**src/rtl/fetch_sequencer.sv**
```systemverilog
// Instruction-fetch controller: owns the PC, reads a combinational program memory
// and issues each word to the datapath over a valid/ready handshake.
//
// state | meaning
// IDLE  | waiting for Fetch_Start after reset
// FETCH | PC on the bus, capture the returned word
// ISSUE | Instr_Valid high until the datapath accepts
// HALT  | zero word fetched; waiting for restart
module fetch_sequencer #(
   parameter int                         DATAWIDTH_BUS = 32,
   parameter logic [DATAWIDTH_BUS-1:0]   RESET_PC      = 32'h00000800,
   parameter int                         CNT_WIDTH     = 16
) (
   input  logic                     CLOCK_50,
   input  logic                     RESET_InHigh,
   input  logic                     Fetch_Start,
   output logic [DATAWIDTH_BUS-1:0] BusDirecciones,
   input  logic [DATAWIDTH_BUS-1:0] BusDatos,
   output logic [DATAWIDTH_BUS-1:0] Instr_Out,
   output logic [DATAWIDTH_BUS-1:0] PC_Out,
   output logic                     Instr_Valid,
   input  logic                     Instr_Ready,
   input  logic                     Branch_Taken,
   input  logic [DATAWIDTH_BUS-1:0] Branch_Disp,
   output logic                     Busy,
   output logic                     Halted,
   output logic [CNT_WIDTH-1:0]     Issue_Count
);

   typedef enum logic [1:0] {IDLE, FETCH, ISSUE, HALT} state_t;

   state_t                   state, state_nxt;
   logic [DATAWIDTH_BUS-1:0] pc, ir, ir_addr, instr_q, pc_out_q;
   logic [CNT_WIDTH-1:0]     issue_count;

   always_ff @(posedge CLOCK_50 or posedge RESET_InHigh) begin
      if (RESET_InHigh) begin
         state       <= IDLE;
         pc          <= RESET_PC;
         ir          <= '0;
         ir_addr     <= RESET_PC;
         instr_q     <= '0;
         pc_out_q    <= RESET_PC;
         issue_count <= '0;
      end else begin
         state <= state_nxt;
         case (state)
            IDLE: begin
               if (Fetch_Start) issue_count <= '0;
            end
            FETCH: begin
               ir      <= BusDatos;
               ir_addr <= pc;
               // Issue-side copies only move for a real instruction so the
               // outputs keep their last issued values through HALT.
               if (BusDatos != '0) begin
                  instr_q  <= BusDatos;
                  pc_out_q <= pc;
               end
            end
            ISSUE: begin
               if (Instr_Ready) begin
                  issue_count <= issue_count + CNT_WIDTH'(1);
                  pc          <= ir_addr + (Branch_Taken ? Branch_Disp
                                                         : DATAWIDTH_BUS'(1));
               end
            end
            HALT: begin
               if (Fetch_Start) begin
                  pc          <= RESET_PC;
                  issue_count <= '0;
               end
            end
            default: ;
         endcase
      end
   end

   always_comb begin
      state_nxt = state;
      case (state)
         IDLE:    if (Fetch_Start) state_nxt = FETCH;
         FETCH:   state_nxt = (BusDatos == '0) ? HALT : ISSUE;
         ISSUE:   if (Instr_Ready) state_nxt = FETCH;
         HALT:    if (Fetch_Start) state_nxt = FETCH;
         default: state_nxt = IDLE;
      endcase
   end

   always_comb begin
      BusDirecciones = pc;
      Instr_Out      = instr_q;
      PC_Out         = pc_out_q;
      Issue_Count    = issue_count;
      Instr_Valid    = (state == ISSUE);
      Busy           = (state == FETCH) || (state == ISSUE);
      Halted         = (state == HALT);
   end

endmodule

```
**config.mk**
```make
export PLATFORM = sky130hd
export DESIGN_NAME = fetch_sequencer
export DESIGN_NICKNAME = d
export VERILOG_FILES = /design/src/rtl/fetch_sequencer.sv
export SDC_FILE = /design/constraint.sdc
export NUM_CORES = 1
export LEC_CHECK = 0
export CORE_ASPECT_RATIO = 0.6
export CORE_MARGIN = 10
export CORE_UTILIZATION = 35
export DETAILED_ROUTE_END_ITERATION = 10
export PLACE_DENSITY = 0.57
export SYNTH_ARGS = -nofsm -noshare
export SYNTH_HDL_FRONTEND = slang
export SYNTH_SLANG_ARGS = --single-unit
```
**constraint.sdc**
```tcl
create_clock -name CLOCK_50 -period 8.3 [get_ports CLOCK_50]
set_input_delay 1.66 -clock CLOCK_50 [delete_from_list [all_inputs] [get_ports CLOCK_50]]
set_output_delay 1.66 -clock CLOCK_50 [all_outputs]
set_load 0.05 [all_outputs]
```
* After elaboration in Yosys (flattened, before gate mapping)
Cells that the tools add are included.
Word-level totals: logic and storage cells 36, output and inout bits 115, bits in registers 146
Cells by class: reduce and logical (&&, ||, !) cells 11, equality and inequality tests 6, add/subtract/negate cells 2, mux-type cells 11
Operators with widths (count):
- 32-bit 2-to-1 mux | 3
- 32-bit one-hot mux with 2 select lines | 1
- 32-bit adder | 1
- 32-bit logical NOT | 1
- 16-bit 2-to-1 mux | 2
- 16-bit one-hot mux with 2 select lines | 1
- 32-bit nonzero test | 1
- 16-bit by 1-bit adder with 16-bit output, second input constant | 1
- 2-bit one-hot mux with 3 select lines | 1
- 3-bit AND reduction | 2
- 2-bit equality test, second input constant | 2
- 2-bit 2-to-1 mux | 2
- 2-bit by 1-bit inequality test with 1-bit output, second input constant | 2
- 2-bit AND reduction | 2
- 2-bit nonzero test | 2
- 2-bit by 1-bit equality test with 1-bit output, second input constant | 1
- 2-bit logical NOT | 1
- 2-bit inequality test, second input constant | 1
- 2-bit OR reduction | 1
- 1-bit logical OR | 1
- 1-bit 2-to-1 mux | 1

* Logic depth before layout (Yosys ltp)
depth after elaboration 4, gate-level depth with buffers 12, mapped depth without buffers 12

* Worst setup path after synthesis
No wires, ideal clock.
path type input port to flip-flop, from input Branch_Taken, to register pc[17] (netlist: BusDirecciones[17]), cell stages on the path 11, arrival time 3.999 ns, path buffers 1, setup time 0.122 ns, slack 4.180 ns, cells stage by stage clkbuf_1 > and2_1 > ha_1 > a21oi_1 > nor2_1 > a2111oi_4 > a21oi_1 > o21a_1 > o211a_1 > or3_1 > a32o_1
On the way: longest elaborated chain between the ends 4
RTL lines:
- start, declared | RTL line 23 | input logic Branch_Taken,
- 32-bit 2-to-1 mux | RTL line 64 | pc <= ir_addr + (Branch_Taken ? Branch_Disp
- 32-bit adder | RTL line 64
- 32-bit 2-to-1 mux | RTL line 62 | if (Instr_Ready) begin
- 32-bit one-hot mux with 2 select lines | RTL line 47 | case (state)
- end signal, assigned | RTL line 64
- end, declared | RTL line 33 | logic [DATAWIDTH_BUS-1:0] pc, ir, ir_addr, instr_q, pc_out_q;
No other way between the ends. The select of a mux whose other input is x is not followed. A chain may end at the register's enable or synchronous reset.

* Worst setup path after layout
from input Branch_Taken, to register pc[28] (netlist: BusDirecciones[28])
Same word-level chain as after synthesis.

==> run_results.csv <==
group,metric,value,unit
pwr,p_int,0.002501,W
global_route,gr-usage-met3,6.793,%
cts,post_cts_resized,0,
critical_path,crit_chain,"clkdlybuf4s50_1 > nand2b_1 > ha_1 > inv_1 > fa_1 > inv_1 > a21oi_1 > o311ai_1 > a2111oi_2 > o21ai_0 > a41oi_1 > xor2_1 > o21ai_0",
cts,clk_transition_reported_paths,0.06,ns
cts,cts_hold_buf,0,
logic_synthesis,synth_cell_type_count,56,
pwr,switchingPower,0.002027,W
logic_synthesis,synth_top_family_by_area,"multiplexers",
global_route,use_met2,22.92,%
logic_synthesis,synthAdderAreaFrac,6.101,%
logic_synthesis,yosysWarnings,0,
floorplanning,die_area,27900,um^2
critical_path,startpoint,"Branch_Taken",
detailed_routing,vias,5831,
sta,worstMarginPinSlew,1.027,ns
logic_synthesis,seq_area_frac_synth,48.72,%
placed_design,dpl.cell_count,1116,
layout,fin_util,49.00,%
critical_path,path_max_fanout,32,
cts,cts_tree,"yes",
cts,cts_sinks,146,
outcome,outcome,"finished clean",
sta,fin_crit_sh,63.92,%
pwr,irDropWorstVdd,0.2541,mV
layout,diodes,0,
logic_synthesis,synthArstFlopShare,100.0,%
logic_synthesis,yosys.area_share.simple,12.10,%
sta,fin_tns_setup,0,ns
critical_path,cp.required,8.64,ns
min_path,hp-start,"PC_Out[23]",
logic_synthesis,netlist_instances,679,
min_path,hold_depth,1,
logic_synthesis,synthMuxAreaShare,14.55,%
logic_synthesis,synth_compound_area_share,12.27,%
layout,drive_gt1_share,17.38,%
pwr,p_leak,4.571,nW
critical_path,worst-path-stages,13,
cts,post_cts_buffers,0,
detailed_routing,wire_per_inst,18.71,um
cts,h-tree-depth,4,
sta,slew_viol_final,0,
floorplanning,fp.dieW,209.1,um
logic_synthesis,avgSynthCellArea,11.05,um^2
cts,clockBufferDepth,2,
global_route,grt_max_degree,77,
cts,clk_latency,0.42,ns
detailed_routing,viasPerCell,5.079,
pwr,clkPwrFrac,19.6,%
logic_synthesis,synth_flop_cell,"dfrtp_1",
critical_path,path_buf_inv,3,
layout,fin_cells,1148,
pwr,p_seq_share,27.0,%
sta,clock_skew,0.008046,ns
global_route,overflow,0,
placed_design,dp_hpwl,15960,um
global_route,antenna_found_initial,0,
sta,min_period,5.306,ns
pwr,swShare,44.77,%
floorplanning,initial_core_util,35.69,%
critical_path,startpoint_type,"input port",
critical_path,cp_top_family,"compound AO/OA/AOI/OAI gates",
global_route,grt_pass1_wl,34750,um
cts,clk_root_buffer_cell,"clkbuf_16",
detailed_routing,dr.first_iter.drc_count,323,
global_route,use_met1,20.62,%
critical_path,slowest_stage,"clkdlybuf4s50_1",
critical_path,critical_path.max_stage_delay,0.95,ns
logic_synthesis,synth_edf_count,0,
cts,cts_buffers,17,
critical_path,reg2reg_from,"ir_addr[0]",
placed_design,port_buffers,183,
detailed_routing,antenna_left,0,
sta,rsz0062_at_grt,"false",
sta,max_slew_margin,31.32,%
floorplanning,core_area,21030,um^2
detailed_routing,wirelength,21480,um
logic_synthesis,syn-cell-area,7506,um^2
global_route,grt_busiest_layer,"met2",
critical_path,r2r_cells,11,
run,maxCapViolations,0,
critical_path,cp.arrival,5.64,ns
pwr,combPwrFrac,53.4,%
global_route,grtUsageTotal,15.56,%
floorplanning,ios,184,
sta,hold_viol,0,
floorplanning,die_height,133.4,um
sta,setup_violations,0,
layout,finalNetCount,961,
floorplanning,rows,41,
detailed_routing,drcViolationCount,0,
global_route,grt_pass1_vias,6111,
critical_path,critical_path_class,"in -> reg",
logic_synthesis,yosys_register_bits,146,
logic_synthesis,synth_nets,784,
layout,area_delta_synth_final,37.31,%
pwr,powerDensity,439.3,nW/um^2
detailed_routing,drt-pass1-iter-count,5,
logic_synthesis,synthXorXnorAreaFrac,4.084,%
min_path,hold_path.class,"reg -> reg",
sta,clock.fmax,188.5,MHz
placed_design,globalplace.congestion,0.8616,
critical_path,cp-end-kind,"register",
-- per-stage QoR --
stage,instance area (um^2),hold WS [ns],total power [W],setup slack [ns]
6_report,10310,0.5010,0.004528,2.994
5_1_grt,10310,0.5154,0.004787,2.673
4_1_cts,10310,0.5055,0.004581,2.998
3_5_place_dp,9625,0.4921,0.003665,2.556
3_3_place_gp,9625,0.4852,0.003632,2.778
2_1_floorplan,7506,0.4875,0.002865,2.722
-- worst paths after layout --
path | end | slack, ns
max | BusDirecciones[28] | 2.99
min | PC_Out[23] | 0.50
max reg2reg | BusDirecciones[28] | 5.19
min reg2reg | PC_Out[23] | 0.50
max in group asynchronous | PC_Out[15] | 5.12
min in group asynchronous | PC_Out[2] | 1.73
-- registers in the layout, indices dropped and copies added, names as in the netlist --
register        cells
BusDirecciones     32
Instr_Out          32
Issue_Count        16
PC_Out             32
ir_addr            32
state               2
-- cell usage in the layout (no fill, tap or decap), types with 4 or more instances in the layout --
cell type,instances
and3_1,6
a21oi_1,35
nor2_1,29
o21a_1,4
dfrtp_1,143
nand3_1,9
xnor2_1,12
buf_4,4
mux2_2,97
clkdlybuf4s50_1,183
nor3_1,4
nor4_1,8
o21ai_0,49
a21o_1,13
nand4_1,7
clkbuf_16,17
inv_1,13
or3_1,9
and2_1,31
nand2b_1,4
a32o_1,4
nand2_1,65
ha_1,34
xor2_1,23
bufinv_16,6
-- per-layer routing --
layer | routed length (um) | up-vias
met5 | 0 | -
met4 | 142 | 0
met3 | 1786 | 12
met2 | 9269 | 170
met1 | 10280 | 2866
li1 | - | 2783
-- kinds of logic after synthesis --
logic type | count (synthesis)
XOR/XNOR | 35
flip-flops | 146
adder cells (fa/ha/maj) | 36
AO/OA/AOI/OAI | 139
buffers and inverters | 43
AND/OR/NAND/NOR | 183
multiplexers | 97
-- power groups by stage --
| stage | combinational [W] | sequential [W] | clock [W] |
|---|---|---|---|
| floorplan | 0.000913 | 0.00195 | 0 |
| global placement | 0.00241 | 0.00122 | 0 |
| detailed placement | 0.00243 | 0.00123 | 0 |
| CTS | 0.00244 | 0.00123 | 0.000913 |
| global route | 0.00257 | 0.00127 | 0.000951 |
| finish | 0.00242 | 0.00122 | 0.000889 |
-- cell usage after synthesis (all sizes together) (2+ instances only) --
cell type	number	share of area [%]
dfrtp	143	48
mux2	97	15
nand2	65	3.3
o21ai	52	3.5
a21oi	35	2.3
ha	35	5.8
and2	33	2.8
nor2	29	1.5
clkbuf	24	1.2
xor2	23	2.7
inv	14	0.70
a21o	13	1.3
xnor2	12	1.4
or3	10	0.85
nand3	9	0.60
nor4	8	0.67
nand4	7	0.58
and3	6	0.50
buf	5	0.27
a32o	4	0.53
nand2b	4	0.33
nor3	4	0.27
o21a	4	0.40
a2111oi	3	0.93
a211oi	3	0.30
dfstp	3	1.1
o211ai	3	0.30
o21bai	3	0.30
or2	3	0.25
a31o	2	0.23
a31oi	2	0.17
o31ai	2	0.20
o41ai	2	0.43
-- cell type report --
cell class                 count  area [um^2]
fill                        1913        10730
multi-input combinational    490         3700
sequential                   146         3657
timing repair buffer         187         1862
clock buffer                  23        478.0
tap                          279        349.1
clock inverter                 9        202.7
inverter                      14        57.56
(Power assumes the default switching activity.)
